--- src/rtl/button_debounce_sync.sv ---
// Push-button conditioning front end: two-flop synchroniser, bounce filter
// with a stability timer, registered level/edge strobes and a saturating
// counter of rejected (bounced) transitions for bring-up diagnostics.
//
// state     | meaning
// ----------+---------------------------------------------------------
// IDLE_LOW  | level is 0, waiting for the synchronised input to go 1
// WAIT_HIGH | input went 1, timing how long it stays 1 before accepting
// IDLE_HIGH | level is 1, waiting for the synchronised input to go 0
// WAIT_LOW  | input went 0, timing how long it stays 0 before accepting
module button_debounce_sync #(
  parameter int unsigned STABLE_COUNT = 4,
  parameter int unsigned CNT_WIDTH    = 16,
  parameter int unsigned BOUNCE_W     = 8
) (
  input  logic                clk,
  input  logic                reset,
  input  logic                btn_in,
  output logic                btn_level,
  output logic                btn_rise,
  output logic                btn_fall,
  output logic [BOUNCE_W-1:0] bounce_count
);

  typedef enum logic [1:0] {
    IDLE_LOW  = 2'd0,
    WAIT_HIGH = 2'd1,
    IDLE_HIGH = 2'd2,
    WAIT_LOW  = 2'd3
  } state_t;

  // The stability timer is a down-counter: loaded with STABLE_COUNT-1 on
  // entering a WAIT state and accepting the new value once it reads zero
  // with the input still at the new level. This takes the same number of
  // cycles as counting up from zero to STABLE_COUNT-1.
  localparam logic [CNT_WIDTH-1:0] CNT_LOAD   = CNT_WIDTH'(STABLE_COUNT - 1);
  localparam logic [CNT_WIDTH-1:0] CNT_ONE    = CNT_WIDTH'(1);
  localparam logic [BOUNCE_W-1:0]  BOUNCE_ONE = BOUNCE_W'(1);
  localparam logic [BOUNCE_W-1:0]  BOUNCE_MAX = '1;

  logic                sync_1_q, sync_1_d;
  logic                sync_2_q, sync_2_d;
  state_t              state_q, state_d;
  logic [CNT_WIDTH-1:0] cnt_q, cnt_d;
  logic                btn_level_q, btn_level_d;
  logic                btn_rise_q, btn_rise_d;
  logic                btn_fall_q, btn_fall_d;
  logic [BOUNCE_W-1:0] bounce_q, bounce_d;
  logic                bounce_hit;

  // Synchroniser chain; only sync_2 is ever looked at by the filter.
  always_comb begin
    sync_1_d = btn_in;
    sync_2_d = sync_1_q;
  end

  // Filter next-state, timer, registered strobes and bounce accounting.
  always_comb begin
    state_d     = state_q;
    cnt_d       = cnt_q;
    btn_level_d = btn_level_q;
    btn_rise_d  = 1'b0;
    btn_fall_d  = 1'b0;
    bounce_hit  = 1'b0;

    case (state_q)
      IDLE_LOW: begin
        if (sync_2_q) begin
          state_d = WAIT_HIGH;
          cnt_d   = CNT_LOAD;
        end
      end

      WAIT_HIGH: begin
        if (sync_2_q) begin
          if (cnt_q == '0) begin
            state_d     = IDLE_HIGH;
            btn_level_d = 1'b1;
            btn_rise_d  = 1'b1;
          end else begin
            cnt_d = cnt_q - CNT_ONE;
          end
        end else begin
          state_d    = IDLE_LOW;
          cnt_d      = '0;
          bounce_hit = 1'b1;
        end
      end

      IDLE_HIGH: begin
        if (!sync_2_q) begin
          state_d = WAIT_LOW;
          cnt_d   = CNT_LOAD;
        end
      end

      WAIT_LOW: begin
        if (!sync_2_q) begin
          if (cnt_q == '0) begin
            state_d     = IDLE_LOW;
            btn_level_d = 1'b0;
            btn_fall_d  = 1'b1;
          end else begin
            cnt_d = cnt_q - CNT_ONE;
          end
        end else begin
          state_d    = IDLE_HIGH;
          cnt_d      = '0;
          bounce_hit = 1'b1;
        end
      end

      default: begin
        state_d     = IDLE_LOW;
        cnt_d       = '0;
        btn_level_d = 1'b0;
      end
    endcase

    // Saturate rather than wrap so a noisy switch can't look clean again.
    bounce_d = bounce_q;
    if (bounce_hit && (bounce_q != BOUNCE_MAX)) begin
      bounce_d = bounce_q + BOUNCE_ONE;
    end
  end

  // All state, with synchronous active-low reset; a reset in a WAIT state
  // simply drops the pending transition without touching the bounce count
  // beyond clearing it.
  always_ff @(posedge clk) begin
    if (!reset) begin
      sync_1_q    <= 1'b0;
      sync_2_q    <= 1'b0;
      state_q     <= IDLE_LOW;
      cnt_q       <= '0;
      btn_level_q <= 1'b0;
      btn_rise_q  <= 1'b0;
      btn_fall_q  <= 1'b0;
      bounce_q    <= '0;
    end else begin
      sync_1_q    <= sync_1_d;
      sync_2_q    <= sync_2_d;
      state_q     <= state_d;
      cnt_q       <= cnt_d;
      btn_level_q <= btn_level_d;
      btn_rise_q  <= btn_rise_d;
      btn_fall_q  <= btn_fall_d;
      bounce_q    <= bounce_d;
    end
  end

  // Outputs come straight from flops.
  always_comb begin
    btn_level    = btn_level_q;
    btn_rise     = btn_rise_q;
    btn_fall     = btn_fall_q;
    bounce_count = bounce_q;
  end

endmodule

--- config.mk ---
export PLATFORM = sky130hd
export DESIGN_NAME = button_debounce_sync
export DESIGN_NICKNAME = d
export VERILOG_FILES = /design/src/rtl/button_debounce_sync.sv
export SDC_FILE = /design/constraint.sdc
export NUM_CORES = 1
export LEC_CHECK = 0
export BUFFER_PORTS_ARGS = -buffer_cell sky130_fd_sc_hd__buf_2
export CAP_MARGIN = 20
export CORE_ASPECT_RATIO = 0.5
export CORE_MARGIN = 2
export CORE_UTILIZATION = 50
export DETAILED_ROUTE_END_ITERATION = 16
export PLACE_DENSITY = 0.65
export SYNTH_ARGS = -nofsm -noshare
export SYNTH_HDL_FRONTEND = slang
export SYNTH_SLANG_ARGS = --single-unit
--- constraint.sdc ---
create_clock -name clk -period 5.15 [get_ports clk]
set_input_delay 1.03 -clock clk [delete_from_list [all_inputs] [get_ports clk]]
set_output_delay 1.03 -clock clk [all_outputs]
set_load 0.02 [all_outputs]
# Word level (Yosys, flattened, before mapping)
# Cells that the tools add are included.
dict set report word_totals {
  regBits 31
  output_inout_bits 11
  word_cells 55
}
dict set report classes {
  add_sub_neg 2
  n_eq_ne 12
  muxes 22
  bitwise_logic 2
  n_reduce_logical 9
}
# cell count
set op_table {}
lappend op_table {{2-to-1 mux 16 bit} 5}
lappend op_table {{case mux 16 bit (4 select lines)} 1}
lappend op_table {{logical NOT 16 bit} 1}
lappend op_table {{subtractor 16 x 1 -> 16 bit, second input constant} 1}
lappend op_table {{2-to-1 mux 2 bit} 6}
lappend op_table {{!= test 2 bit, second input constant} 6}
lappend op_table {{adder 8 x 1 -> 8 bit, second input constant} 1}
lappend op_table {{!= test 8 bit, second input constant} 1}
lappend op_table {{case mux 2 bit (4 select lines)} 1}
lappend op_table {{2-to-1 mux 1 bit} 7}
lappend op_table {{!= test 3 bit, second input constant} 2}
lappend op_table {{AND reduction 5 bit} 1}
lappend op_table {{equality test 2 bit, second input constant} 2}
lappend op_table {{case mux 1 bit (2 select lines)} 2}
lappend op_table {{AND reduction 4 bit} 1}
lappend op_table {{AND reduction 3 bit} 1}
lappend op_table {{OR reduction 3 bit} 1}
lappend op_table {{equality test 2 x 1 -> 1 bit, second input constant} 1}
lappend op_table {{logical NOT 2 bit} 1}
lappend op_table {{NOT 1 bit} 2}
lappend op_table {{AND reduction 2 bit} 1}
lappend op_table {{nonzero test 2 bit} 1}
lappend op_table {{logical AND 1 bit} 1}

# Longest topological paths before layout
dict set report depth {
  ltp_word 4
  ltp_mapped 6
  mapped_depth_nobuf 6
}

# Worst setup path after synthesis
# Ideal clock, no wire load.
dict set report synth_timing {
  path_kind {register -> register}
  start {reg cnt_q[7]}
  end {reg cnt_q[14]}
  setup_ns 0.070
  t_arrival_ns 1.822
  slack_ns 3.258
  stages_incl_launch_ff 5
  path_buffers 0
  period_less_slack_ns 1.892
  path_cell_list {dfxtp_1 or4_4 or3_4 or4_1 a21oi_1}
}
dict set report synth_via {
  elab_chain_cells 4
  elab_cells_between_ends 6
  classes_between {1 x add/sub; 4 x mux; 1 x reduce/logical}
}
# item line_no
set synth_lines {}
lappend synth_lines {{start: declaration} 44} ;# logic [CNT_WIDTH-1:0] cnt_q, cnt_d;
lappend synth_lines {{start signal: assignment} 144} ;# cnt_q <= cnt_d;
lappend synth_lines {{subtractor 16 x 1 -> 16 bit / logical NOT 16 bit (equally long branches)} -}
lappend synth_lines {{2-to-1 mux 16 bit (*)} {76, 99}}
lappend synth_lines {{2-to-1 mux 16 bit, on equally long branches} {98, 75}}
lappend synth_lines {{case mux 16 bit (4 select lines) (*)} 66} ;# case (state_q)
# Mark *: on every way between the ends. The rest lies on a longest branch, timed or not.
# A chain may end at the register's enable or synchronous reset.

# Worst setup path in the final report
dict set report layout_timing {
  start {reg sync_2_q}
  end {reg cnt_q[11]}
}
dict set report layout_via {
  elab_chain_cells 2
  elab_cells_between_ends 6
  classes_between {2 x eq/ne; 3 x mux; 1 x reduce/logical}
}
# item line_no
set layout_lines {}
lappend layout_lines {{start: declaration} 42} ;# logic sync_2_q, sync_2_d;
lappend layout_lines {{start signal: assignment} 142} ;# sync_2_q <= sync_2_d;
lappend layout_lines {{2-to-1 mux 16 bit (tied with other cells)} 98} ;# if (!sync_2_q) begin
lappend layout_lines {{case mux 16 bit (4 select lines) / AND reduction 2 bit (equally long branches)} -}
# Parallel ways exist; a longest one is shown, timed or not.

==> results.md <==
* Layout cell share with drive strength beyond 1 at 0.132
* PwrDens at 336 nW/µm²
* TritonRoute pass-1 iters at 4
* # clock sinks at 31
* Synth cell types at 42
* Residual DRC at 0
* Number of port buffers at 13
* Final Cell Area at roughly 1700 µm²
* Setup TNS at 0 ns
* Worst Tran Pin Value at 0.898 ns
* Die Y-Extent at 43.1 µm
* Post-DR wirelength/cell at 14.3 µm
* Commonest cells after routing, fill and taps aside: dfxtp_1, nand2_1, a21oi_1, buf_2, nor2_1
* Peak supply drop at 0.150 mV
* Max-slew violations at 0
* Initial Util at 0.516
* Via count at 1392
* Slew Limit Headroom at 0.400
* Dpl hpwl at between 2000 and 2500 µm
* Inserted Diodes at 0
* Layout area overhead at 10.7%
* Clock-pin slew on the worst setup and hold paths at about 0.060 ns
* CTS tree: yes
* Crit-path max FO at 14
* Setup Buffers After CTS at 0
* Critical path class: reg -> reg
* Post-CTS sizing at 0
* Largest net degree at the start of global routing at 17
* Final hold vios at 0
* Total congestion overflow at 0
* Initial antenna violation count at 0
* Placeable Area at just under 3000 µm²
* First-pass GRT wire length at 5580 µm
* Max_cap viols at 0
* Final Skew at 0.00553 ns
* RSZ-0062 raised after global routing: false
* Die Wd at 82.2 µm
* Aggregate global-route resource usage at 0.211
* Final period util at 0.509
* CTS max path bufs at 2
* Final setup viols at 0
* Seq cells post-synth at 31
* CTS Hold Bufs at 0
* Max Freq at about 380 MHz
* DR vias/cell at 6.05
* Avg Cell Area, Syn at 8.63 µm²
* Detail Route Antenna Nets at 0
* Leakage at 0.611 nW
* Kind of end point of the critical path: register
* Die ar. at 3540 µm²
* Synth warnings at 0
* Routability congestion estimate at 0.823
* Post-Syn Area at 1530 µm²
* Routed Wire Length at 3290 µm
* NumNets Final at around 200
* Cells after Synth at 177
* Synthesized Nets at 183
* H-tree levels at 2
* CTS root buffer: clkbuf_8
* Status: completed
* DP Area at 1620 µm²
* FP Rows at 14
* Vias in the first global route at about 1.2k
* Register area share after synthesis at 0.406
* TritonCTS Buffers at 5
* Data required time of the worst path at 5.36 ns
* Type of the tightest min-delay check: reg -> reg
* CP startpoint kind: register
* Critical Path AT at 2.83 ns
* I/O Pins at 14
* Most common library cell in the layout ignoring fill and taps: dfxtp_1
* Final min period at 2.62 ns
* Insertion delay to the later sink of the worst-skew pair at 0.28 ns
* Initial detailed-routing violation count at 102
per-stage QoR:
stage,power [W],setup WS [ns],cells,utilization,hold WS [ns]
global route,0.000602,2.20,230,0.571,0.452
finish,0.000568,2.53,230,0.571,0.433
detailed placement,0.000397,2.58,224,0.547,0.423
global placement,0.000395,2.62,224,0.547,0.419
CTS,0.000573,2.56,230,0.571,0.437
floorplan,0.000367,3.26,177,-,0.412
kinds of logic after synthesis:
logic type      share of synthesized area
xor+xnor                           0.0328
compound gates                      0.170
flops                               0.406
simple gates                        0.314
buf+inv                            0.0328
fa+ha+maj                          0.0246
mux                                0.0197
cells in the mapped netlist, drive strengths merged:
master | number | area share
a21oi | 13 | 0.043
a31oi | 2 | 0.0082
and2 | 3 | 0.012
and3 | 1 | 0.0041
and4 | 4 | 0.023
buf | 1 | 0.0033
clkbuf | 5 | 0.012
dfxtp | 31 | 0.41
ha | 3 | 0.025
inv | 7 | 0.017
mux2i | 3 | 0.020
nand2 | 14 | 0.034
nand2b | 2 | 0.0082
nand3 | 9 | 0.029
nand4 | 5 | 0.020
nor2 | 12 | 0.029
nor3 | 7 | 0.023
nor3b | 1 | 0.0049
nor4 | 4 | 0.016
nor4b | 2 | 0.011
o211ai | 2 | 0.0098
o21a | 1 | 0.0049
o21ai | 7 | 0.023
o21bai | 1 | 0.0049
o221ai | 2 | 0.011
o311a | 1 | 0.0066
o311ai | 3 | 0.017
o31a | 1 | 0.0057
o31ai | 5 | 0.025
o41ai | 2 | 0.011
or2 | 1 | 0.0041
or3 | 9 | 0.042
or4 | 7 | 0.038
or4b | 2 | 0.013
xnor2 | 1 | 0.0057
xor2 | 2 | 0.011
xor3 | 1 | 0.016
final timing paths:
kind,start,to,slack (ns),cells after the start
min,sync_1_q,sync_2_q,0.43,1
min reg2reg,sync_1_q,sync_2_q,0.43,1
max,sync_2_q,cnt_q[11],2.53,4
max reg2reg,sync_2_q,cnt_q[11],2.53,4
state kept, by name (all words and copies together) (netlist names), named ones only:
| signal | count |
|---|---|
| btn_level | 1 |
| sync_2_q | 1 |
| btn_rise | 1 |
| btn_fall | 1 |
| sync_1_q | 1 |
| state_q | 1 |
| bounce_count | 8 |
| cnt_q | 16 |
layout make-up:
class	count	area [µm²]
Fill cell	283	1270
Multi-Input combinational cell	133	857
Sequential cell	31	621
Clock buffer	6	72.6
Timing Repair Buffer	13	65.1
Tap cell	40	50.0
Inverter	7	26.3
where the power goes:
group	switching, W	total, W	internal (W)
logic	0.0000799	0.000127	0.0000474
clock network	0.0000837	0.000174	0.0000898
registers	0.0000143	0.000267	0.000253
routing by layer:
| layer | part of all wire | wire length, µm | global-route usage | up-vias |
|---|---|---|---|---|
| met3 | 0.039 | 129 | 0.0702 | 8 |
| met2 | 0.43 | 1430 | 0.322 | 20 |
| li1 | - | - | - | 697 |
| met5 | 0 | 0 | 0 | - |
| met1 | 0.51 | 1680 | 0.277 | 667 |
| met4 | 0.015 | 51 | 0.0800 | 0 |
critical path, cell delays in order (launching register included):
cell	delay [ns]
dfxtp_1	0.48
xor2_1	0.75
nand4_1	0.47
or4_2	0.72
a21oi_1	0.14
Power figures use the tool's default switching activity.
